File: src/rtl/decode_seq_pkg.sv
// Shared types and constants for the decode sequencer: phase encoding, trap causes
// and the retire state value.
package decode_seq_pkg;

    typedef enum logic [1:0] {
        PH_FETCH  = 2'd0,
        PH_EXEC   = 2'd1,
        PH_RETIRE = 2'd2,
        PH_TRAP   = 2'd3
    } phase_e;

    localparam logic [1:0] CAUSE_NONE    = 2'b00;
    localparam logic [1:0] CAUSE_ILLEGAL = 2'b01;
    localparam logic [1:0] CAUSE_TIMEOUT = 2'b10;
    localparam logic [1:0] CAUSE_AMBIG   = 2'b11;

    localparam logic [2:0] CSTATE_RETIRE = 3'd3;

endpackage

File: src/rtl/decode_sequencer_select.sv
// Classifies how many decoders claim the instruction and muxes the proposed next
// state. The mux output is only meaningful when exactly one decoder is defined.
module decode_select #(
    parameter int NDEC = 4
) (
    input  logic [NDEC-1:0]   defined_i,
    input  logic [3*NDEC-1:0] nstate_i,
    output logic              none_o,
    output logic              one_o,
    output logic              many_o,
    output logic [2:0]        nstate_o
);

    logic       seen;
    logic       multi;
    logic [2:0] mux;

    // OR-mux is sufficient because the result is only consumed in the one-hot case.
    always_comb begin
        seen  = 1'b0;
        multi = 1'b0;
        mux   = 3'd0;
        for (int k = 0; k < NDEC; k++) begin
            if (defined_i[k]) begin
                if (seen) begin
                    multi = 1'b1;
                end
                seen = 1'b1;
                mux  = mux | nstate_i[3*k +: 3];
            end
        end
    end

    assign none_o   = ~seen;
    assign one_o    = seen & ~multi;
    assign many_o   = multi;
    assign nstate_o = mux;

endmodule

File: src/rtl/decode_sequencer.sv
// Instruction sequencer: fetches into ir, steps cstate through the values proposed
// by the decoder bank, and raises one-cycle traps on illegal, ambiguous or timed-out fetches.
module decode_sequencer
    import decode_seq_pkg::*;
#(
    parameter int NDEC    = 4,
    parameter int TIMEOUT = 15
) (
    input  logic              clk_i,
    input  logic              reset_ni,
    output logic              ifetch_stb_o,
    input  logic              ifetch_ack_i,
    input  logic [31:0]       ifetch_dat_i,
    output logic [31:0]       ir_o,
    output logic [2:0]        cstate_o,
    output logic              ctl_en_o,
    input  logic [NDEC-1:0]   dec_defined_i,
    input  logic [3*NDEC-1:0] dec_nstate_i,
    input  logic              stall_i,
    output logic              retire_o,
    output logic              trap_o,
    output logic [1:0]        trap_cause_o,
    output logic              busy_o
);

    localparam logic [7:0] FETCH_LAST = 8'(TIMEOUT - 1);

    phase_e      phase_q, phase_d;
    logic [31:0] ir_q, ir_d;
    logic [2:0]  cstate_q, cstate_d;
    logic [7:0]  cnt_q, cnt_d;
    logic [1:0]  cause_q, cause_d;

    logic        sel_none;
    logic        sel_one;
    logic        sel_many;
    logic [2:0]  sel_nstate;

    decode_select #(
        .NDEC (NDEC)
    ) u_select (
        .defined_i (dec_defined_i),
        .nstate_i  (dec_nstate_i),
        .none_o    (sel_none),
        .one_o     (sel_one),
        .many_o    (sel_many),
        .nstate_o  (sel_nstate)
    );

    always_ff @(posedge clk_i or negedge reset_ni) begin
        if (!reset_ni) begin
            phase_q  <= PH_FETCH;
            ir_q     <= 32'd0;
            cstate_q <= 3'd0;
            cnt_q    <= 8'd0;
            cause_q  <= CAUSE_NONE;
        end else begin
            phase_q  <= phase_d;
            ir_q     <= ir_d;
            cstate_q <= cstate_d;
            cnt_q    <= cnt_d;
            cause_q  <= cause_d;
        end
    end

    always_comb begin
        phase_d  = phase_q;
        ir_d     = ir_q;
        cstate_d = cstate_q;
        cnt_d    = cnt_q;
        cause_d  = cause_q;
        case (phase_q)
            PH_FETCH: begin
                // An ack in the last allowed cycle still wins over the timeout.
                if (ifetch_ack_i) begin
                    ir_d     = ifetch_dat_i;
                    cstate_d = 3'd0;
                    cnt_d    = 8'd0;
                    phase_d  = PH_EXEC;
                end else if (cnt_q == FETCH_LAST) begin
                    cnt_d   = 8'd0;
                    cause_d = CAUSE_TIMEOUT;
                    phase_d = PH_TRAP;
                end else begin
                    cnt_d = cnt_q + 8'd1;
                end
            end
            PH_EXEC: begin
                if (!stall_i) begin
                    if (sel_none) begin
                        cause_d = CAUSE_ILLEGAL;
                        phase_d = PH_TRAP;
                    end else if (sel_many) begin
                        cause_d = CAUSE_AMBIG;
                        phase_d = PH_TRAP;
                    end else if (sel_one) begin
                        cstate_d = sel_nstate;
                        if (sel_nstate == CSTATE_RETIRE) begin
                            phase_d = PH_RETIRE;
                        end
                    end
                end
            end
            PH_RETIRE: begin
                if (!stall_i) begin
                    cstate_d = 3'd0;
                    phase_d  = PH_FETCH;
                end
            end
            PH_TRAP: begin
                cstate_d = 3'd0;
                phase_d  = PH_FETCH;
            end
            default: begin
                phase_d = PH_FETCH;
            end
        endcase
    end

    assign ifetch_stb_o = (phase_q == PH_FETCH);
    assign busy_o       = (phase_q != PH_FETCH);
    assign ctl_en_o     = (phase_q == PH_EXEC);
    assign trap_o       = (phase_q == PH_TRAP);
    assign retire_o     = (phase_q == PH_RETIRE) && !stall_i;
    assign ir_o         = ir_q;
    assign cstate_o     = cstate_q;
    assign trap_cause_o = cause_q;

endmodule
File: config.mk
export PLATFORM = sky130hd
export DESIGN_NAME = decode_sequencer
export DESIGN_NICKNAME = d
export VERILOG_FILES = /design/src/rtl/decode_seq_pkg.sv /design/src/rtl/decode_sequencer_select.sv /design/src/rtl/decode_sequencer.sv
export SDC_FILE = /design/constraint.sdc
export NUM_CORES = 1
export LEC_CHECK = 0
export CAP_MARGIN = 40
export CORE_ASPECT_RATIO = 1.2
export CORE_MARGIN = 1
export CORE_UTILIZATION = 39
export CTS_CLUSTER_DIAMETER = 120
export DETAILED_ROUTE_END_ITERATION = 8
export GPL_ROUTABILITY_DRIVEN = 0
export MAX_ROUTING_LAYER = met4
export PLACE_DENSITY_LB_ADDON = 0.08
export SYNTH_ARGS = -nofsm -noshare
export SYNTH_HDL_FRONTEND = slang
export SYNTH_SLANG_ARGS = --single-unit
File: constraint.sdc
create_clock -name clk_i -period 1.56 [get_ports clk_i]
set_input_delay 0.156 -clock clk_i [delete_from_list [all_inputs] [get_ports clk_i]]
set_output_delay 0.156 -clock clk_i [all_outputs]
set_load 0.1 [all_outputs]
; ---- Word-level counts from Yosys, hierarchy flattened
; Cells that the tools add are included.
; Widths: inputs -> output; s select.
[totals]
ram_bits = 0
input_bits = 52
output_inout_bits = 42
mem_bits_ro = 0
ff_bits = 47
mem_count = 0
latch_bits = 0
[classes]
order_cmp = 0
mul = 0
bitwise = 5
add_sub_neg = 1
n_div = 0
shifts = 0
muxes = 38
reduce_logical = 9
eq_ne = 17
[op_table]
columns = cell, n
row1 = $mux 3, 10
row2 = $mux 2, 13
row3 = $mux 8, 2
row4 = $pmux 3 s4, 1
row5 = $mux 1, 10
row6 = $reduce_and 5->1, 2
row7 = $or 3x3->3, 3
row8 = $add 8x1->8 const B, 1
row9 = $eq 8x4->1 const B, 1
row10 = $ne 2x1->1 const B, 4
row11 = $ne 2x2->1 const B, 4
row12 = $ne 4x4->1 const B, 2
row13 = $pmux 2 s4, 1
row14 = $reduce_and 6->1, 1
row15 = $eq 2x2->1 const B, 2
row16 = $pmux 2 s2, 1
row17 = $reduce_bool 2->1, 2
row18 = $eq 3x2->1 const B, 1
row19 = $ne 3x1->1 const B, 1
row20 = $ne 3x3->1 const B, 1
row21 = $eq 2x1->1 const B, 1
row22 = $logic_not 2->1, 1
row23 = $reduce_and 2->1, 1
row24 = $and 1x1->1, 1
row25 = 3 further kinds, 3

; ---- Depth between registers and ports, before layout
[depth]
word_depth = 14
ltp_mapped = 7
ltp_nobuf = 5

; ---- Cells and area by module
; Synthesis repeated with hierarchy kept, for this count alone.
[unflattened]
hier_cells = 181
area_unflattened_um2 = 2189.6
[by_module_without_submodules]
columns = module, seq_area_each_um2, instances, cells_per_inst, area_per_inst_um2
row1 = decode_sequencer, 1176.1, 1, 159, 2029.4
row2 = decode_select, 0.0, 1, 22, 160.2

; ---- Least setup slack after synthesis
; Ideal clock, no wire load.
[synth_timing]
kind = register to output
start = reg phase_q[1]
end = out retire_o
n_path_buf = 0
slack_ns = -1.244
t_arrival_ns = 2.648
stages_incl_launch_ff = 2
required_ns = 1.404
cell_sequence = dfrtp_1 nor3b_1
[synth_between]
elab_chain_cells = 2
[synth_rtl]
columns = element, line
row1 = start: declaration, decode_sequencer.sv:28  ; phase_e phase_q, phase_d;
row2 = start signal: assignment, decode_sequencer.sv:58  ; phase_q <= phase_d;
row3 = $eq 2x2->1, decode_sequencer.sv:124  ; assign retire_o = (phase_q == PH_RETIRE) && !stall_i;
row4 = $logic_and 1x1->1, decode_sequencer.sv:124
row5 = end: declaration, decode_sequencer.sv:20  ; output logic retire_o,
; Every way passes these cells.

; ---- Final worst setup path
[layout_timing]
start = reg phase_q[1]
end = reg ir_q[0] (netlist: ir_o[0])
[layout_between]
elab_chain_cells = 2
[layout_rtl]
columns = element, line
row1 = $logic_not 2->1, decode_sequencer.sv:72  ; case (phase_q)
row2 = $reduce_and 2->1 (no source line), -
row3 = end signal: assignment, decode_sequencer.sv:59  ; ir_q <= ir_d;
row4 = end: declaration, decode_sequencer.sv:29  ; logic [31:0] ir_q, ir_d;
; Every way passes these cells.
; A chain may end at the register's enable or synchronous reset.

==> metrics.csv <==
metric;value;unit
outcome;finished, final reports clean;
synth_flop_cell;dfrtp_1;
vias;1820;
first_pass_iters;4;
finClkSkew;0.008476;ns
routed-wl-met2;2778;um
worst_setup_path_start_kind;flip-flop;
worst_pin_slew;0.4357;ns
worstSetupPathType;reg -> reg;
yosys.area.top_type;dfrtp_1;
place_inst;345;
final_nets;344;
synth.area.top_cells;dfrtp_1 (52%), mux2_4 (20%), buf_12 (2.6%), a31oi_1 (2.2%), nand2_1 (1.8%);
drt-total-wl;5475;um
crit_family;simple AND/OR/NAND/NOR gates;
antenna_found_initial;0;
fmax;0.6466;GHz
relSlewSlack;0.7096;
ys_seq_elements;47;
synth_area;2270;sq um
synth_cell_types;39;
cpMaxStageDelayCell;dfrtp_1;
ctsHtreeMaxLevel;2;
fp-row-count;30;
yosysTopAreaCellShare;0.5182;
top_layer;met4;
clock_sinks;47;
avgSynthCellArea;13.20;sq um
die_y;85.57;um
avgRoutedWirePerCell;15.42;um
die-area;6130;sq um
ys_top_cells_by_count;dfrtp_1 (47), mux2_4 (30), nand2_1 (11);
fin_crit;1.547;ns
clockBufferDepth;2;
slew_violations;0;
setup_slack;0.01335;ns
drt-met1-wl;2291;um
rsz0062_at_grt;yes;
first_iter_violations;32;
ys_seq_area_frac;0.5182;
preCtsSetupSlack;-0.2013;ns
postRouteAntennaNets;0;
path_buf_inv;2;
pin_count;94;
holdCritPathClass;in -> async;
regArea;1176;sq um
place_hpwl;4053;um
setup_violations;0;
grt_usage;0.1916;
syn_nets;226;
yosysMostFrequentCell;dfrtp_1;
drc;0;
fill_cells;376;
clock_latency;0.29;ns
max_stage_delay;0.40;ns
path_cells;or2_4 > inv_16 > and2_4 > buf_12 > mux2_4;
core_area;5630;sq um
end_kind;flip-flop;
grt_pass1_wl;8859;um
area_growth;79.16;%
synth_cells;172;
synthArstFlopShare;1.000;
final_cells;355;
die_w;71.64;um
grt_max_degree;31;
cts-buffers-inserted;5;
clkTransAtPathRegs;0.08;ns
n_antenna_cell;0;
multiInputGateArea;1037;sq um
final.period_utilization;0.9914;
drv_cap;0;
cts_tree;done;
cp_data_arrival_time;1.72;ns
yosys_warnings;0;
crit_required;1.73;ns
grt_pass1_vias;1813;
path_max_fanout;13;
viasPerCell;5.127;
root_buffer;clkbuf_8;
initial_utilization;0.4031;
drive_gt1_frac;0.4192;
hold_viol;0;
io_buffers;93;
synth_edf_count;0;
met3_length;340;um
grt-ovfl-total;0;
area by class of cell:
cell class                      count  area share
Timing Repair Buffer              120      0.3948
Inverter                            5    0.008615
Multi-Input combinational cell    111      0.2551
Clock inverter                      2     0.01477
Clock buffer                        6     0.01785
Sequential cell                    47      0.2892
Tap cell                           64     0.01969
metal layers:
metal,vias up,track usage
li1,860,-
met1,879,0.2368
met2,74,0.3139
met3,7,0.04465
met4,0,0.05526
met5,-,-
registers in the layout (all words and copies together), names as in the netlist:
signal,count
cnt_q,8
cstate_o,3
ir_o,32
phase_q,2
trap_cause_o,2
what timing repair did:
action,4_1_cts,5_1_grt
hold endpoints to repair,17,0
buffers inserted,0,1
endpoints found under the setup margin,37,34
hold buffers,1,0
gates resized for setup,1,12
pin swaps,1,4
worst reg2reg max path: stages, from the launching register on:
cell and delay, ns:
dfrtp_1 0.40, or2_4 0.31, inv_16 0.06, and2_4 0.18
buf_12 0.17, mux2_4 0.32
kinds of logic (layout without fill, tap and decap cells):
group	after synthesis	count (layout)	share of synthesized area
compound gates	28	28	0.08269
xor+xnor	1	1	0.003860
fa+ha+maj	2	2	0.01102
buf+inv	14	133	0.05237
flops	47	47	0.5182
mux	36	36	0.2266
simple gates	44	44	0.1053
placed cells by master, fill, tap and decap left out, types with 3 or more instances in the layout:
cell and instances:
mux2_4 32, nand3_1 3, nand4_1 3, nand2b_1 3
inv_1 4, nand2_1 11, a31oi_1 7, buf_4 21
clkdlybuf4s50_1 50, and3_1 4, nor2_1 5, buf_12 46
a21oi_1 4, mux2i_1 3, clkbuf_8 5, dfrtp_1 47
a22oi_1 4
through the flow:
stage / utilization / setup TNS [ns] / hold slack (ns) / instance area [sq um]
2_1_floorplan: - / -8.663 / -0.1396 / 2300
3_3_place_gp: 0.6851 / -1.290 / 0.1192 / 3857
3_5_place_dp: 0.6851 / -2.056 / 0.1180 / 3857
4_1_cts: 0.7109 / 0 / 0.3274 / 4003
5_1_grt: 0.7222 / -0.9455 / 0.3559 / 4066
6_report: 0.7222 / 0 / 0.3303 / 4066
final timing paths:
path,from,endpoint,slack [ns],cells past startpoint
max in group asynchronous,reset_ni,ir_o[30],0.72,3
min,reset_ni,ir_o[19],0.33,2
min in group clk_i,ifetch_dat_i[10],ir_o[10],0.47,2
min reg2reg,cnt_q[2],cnt_q[2],0.52,1
max,phase_q[1],ir_o[0],0.01,5
max reg2reg,phase_q[1],ir_o[0],0.01,5
Power is left out: the tool's default activity adds up to more than one toggle a clock period on the data nets, which glitch-free logic cannot reach.
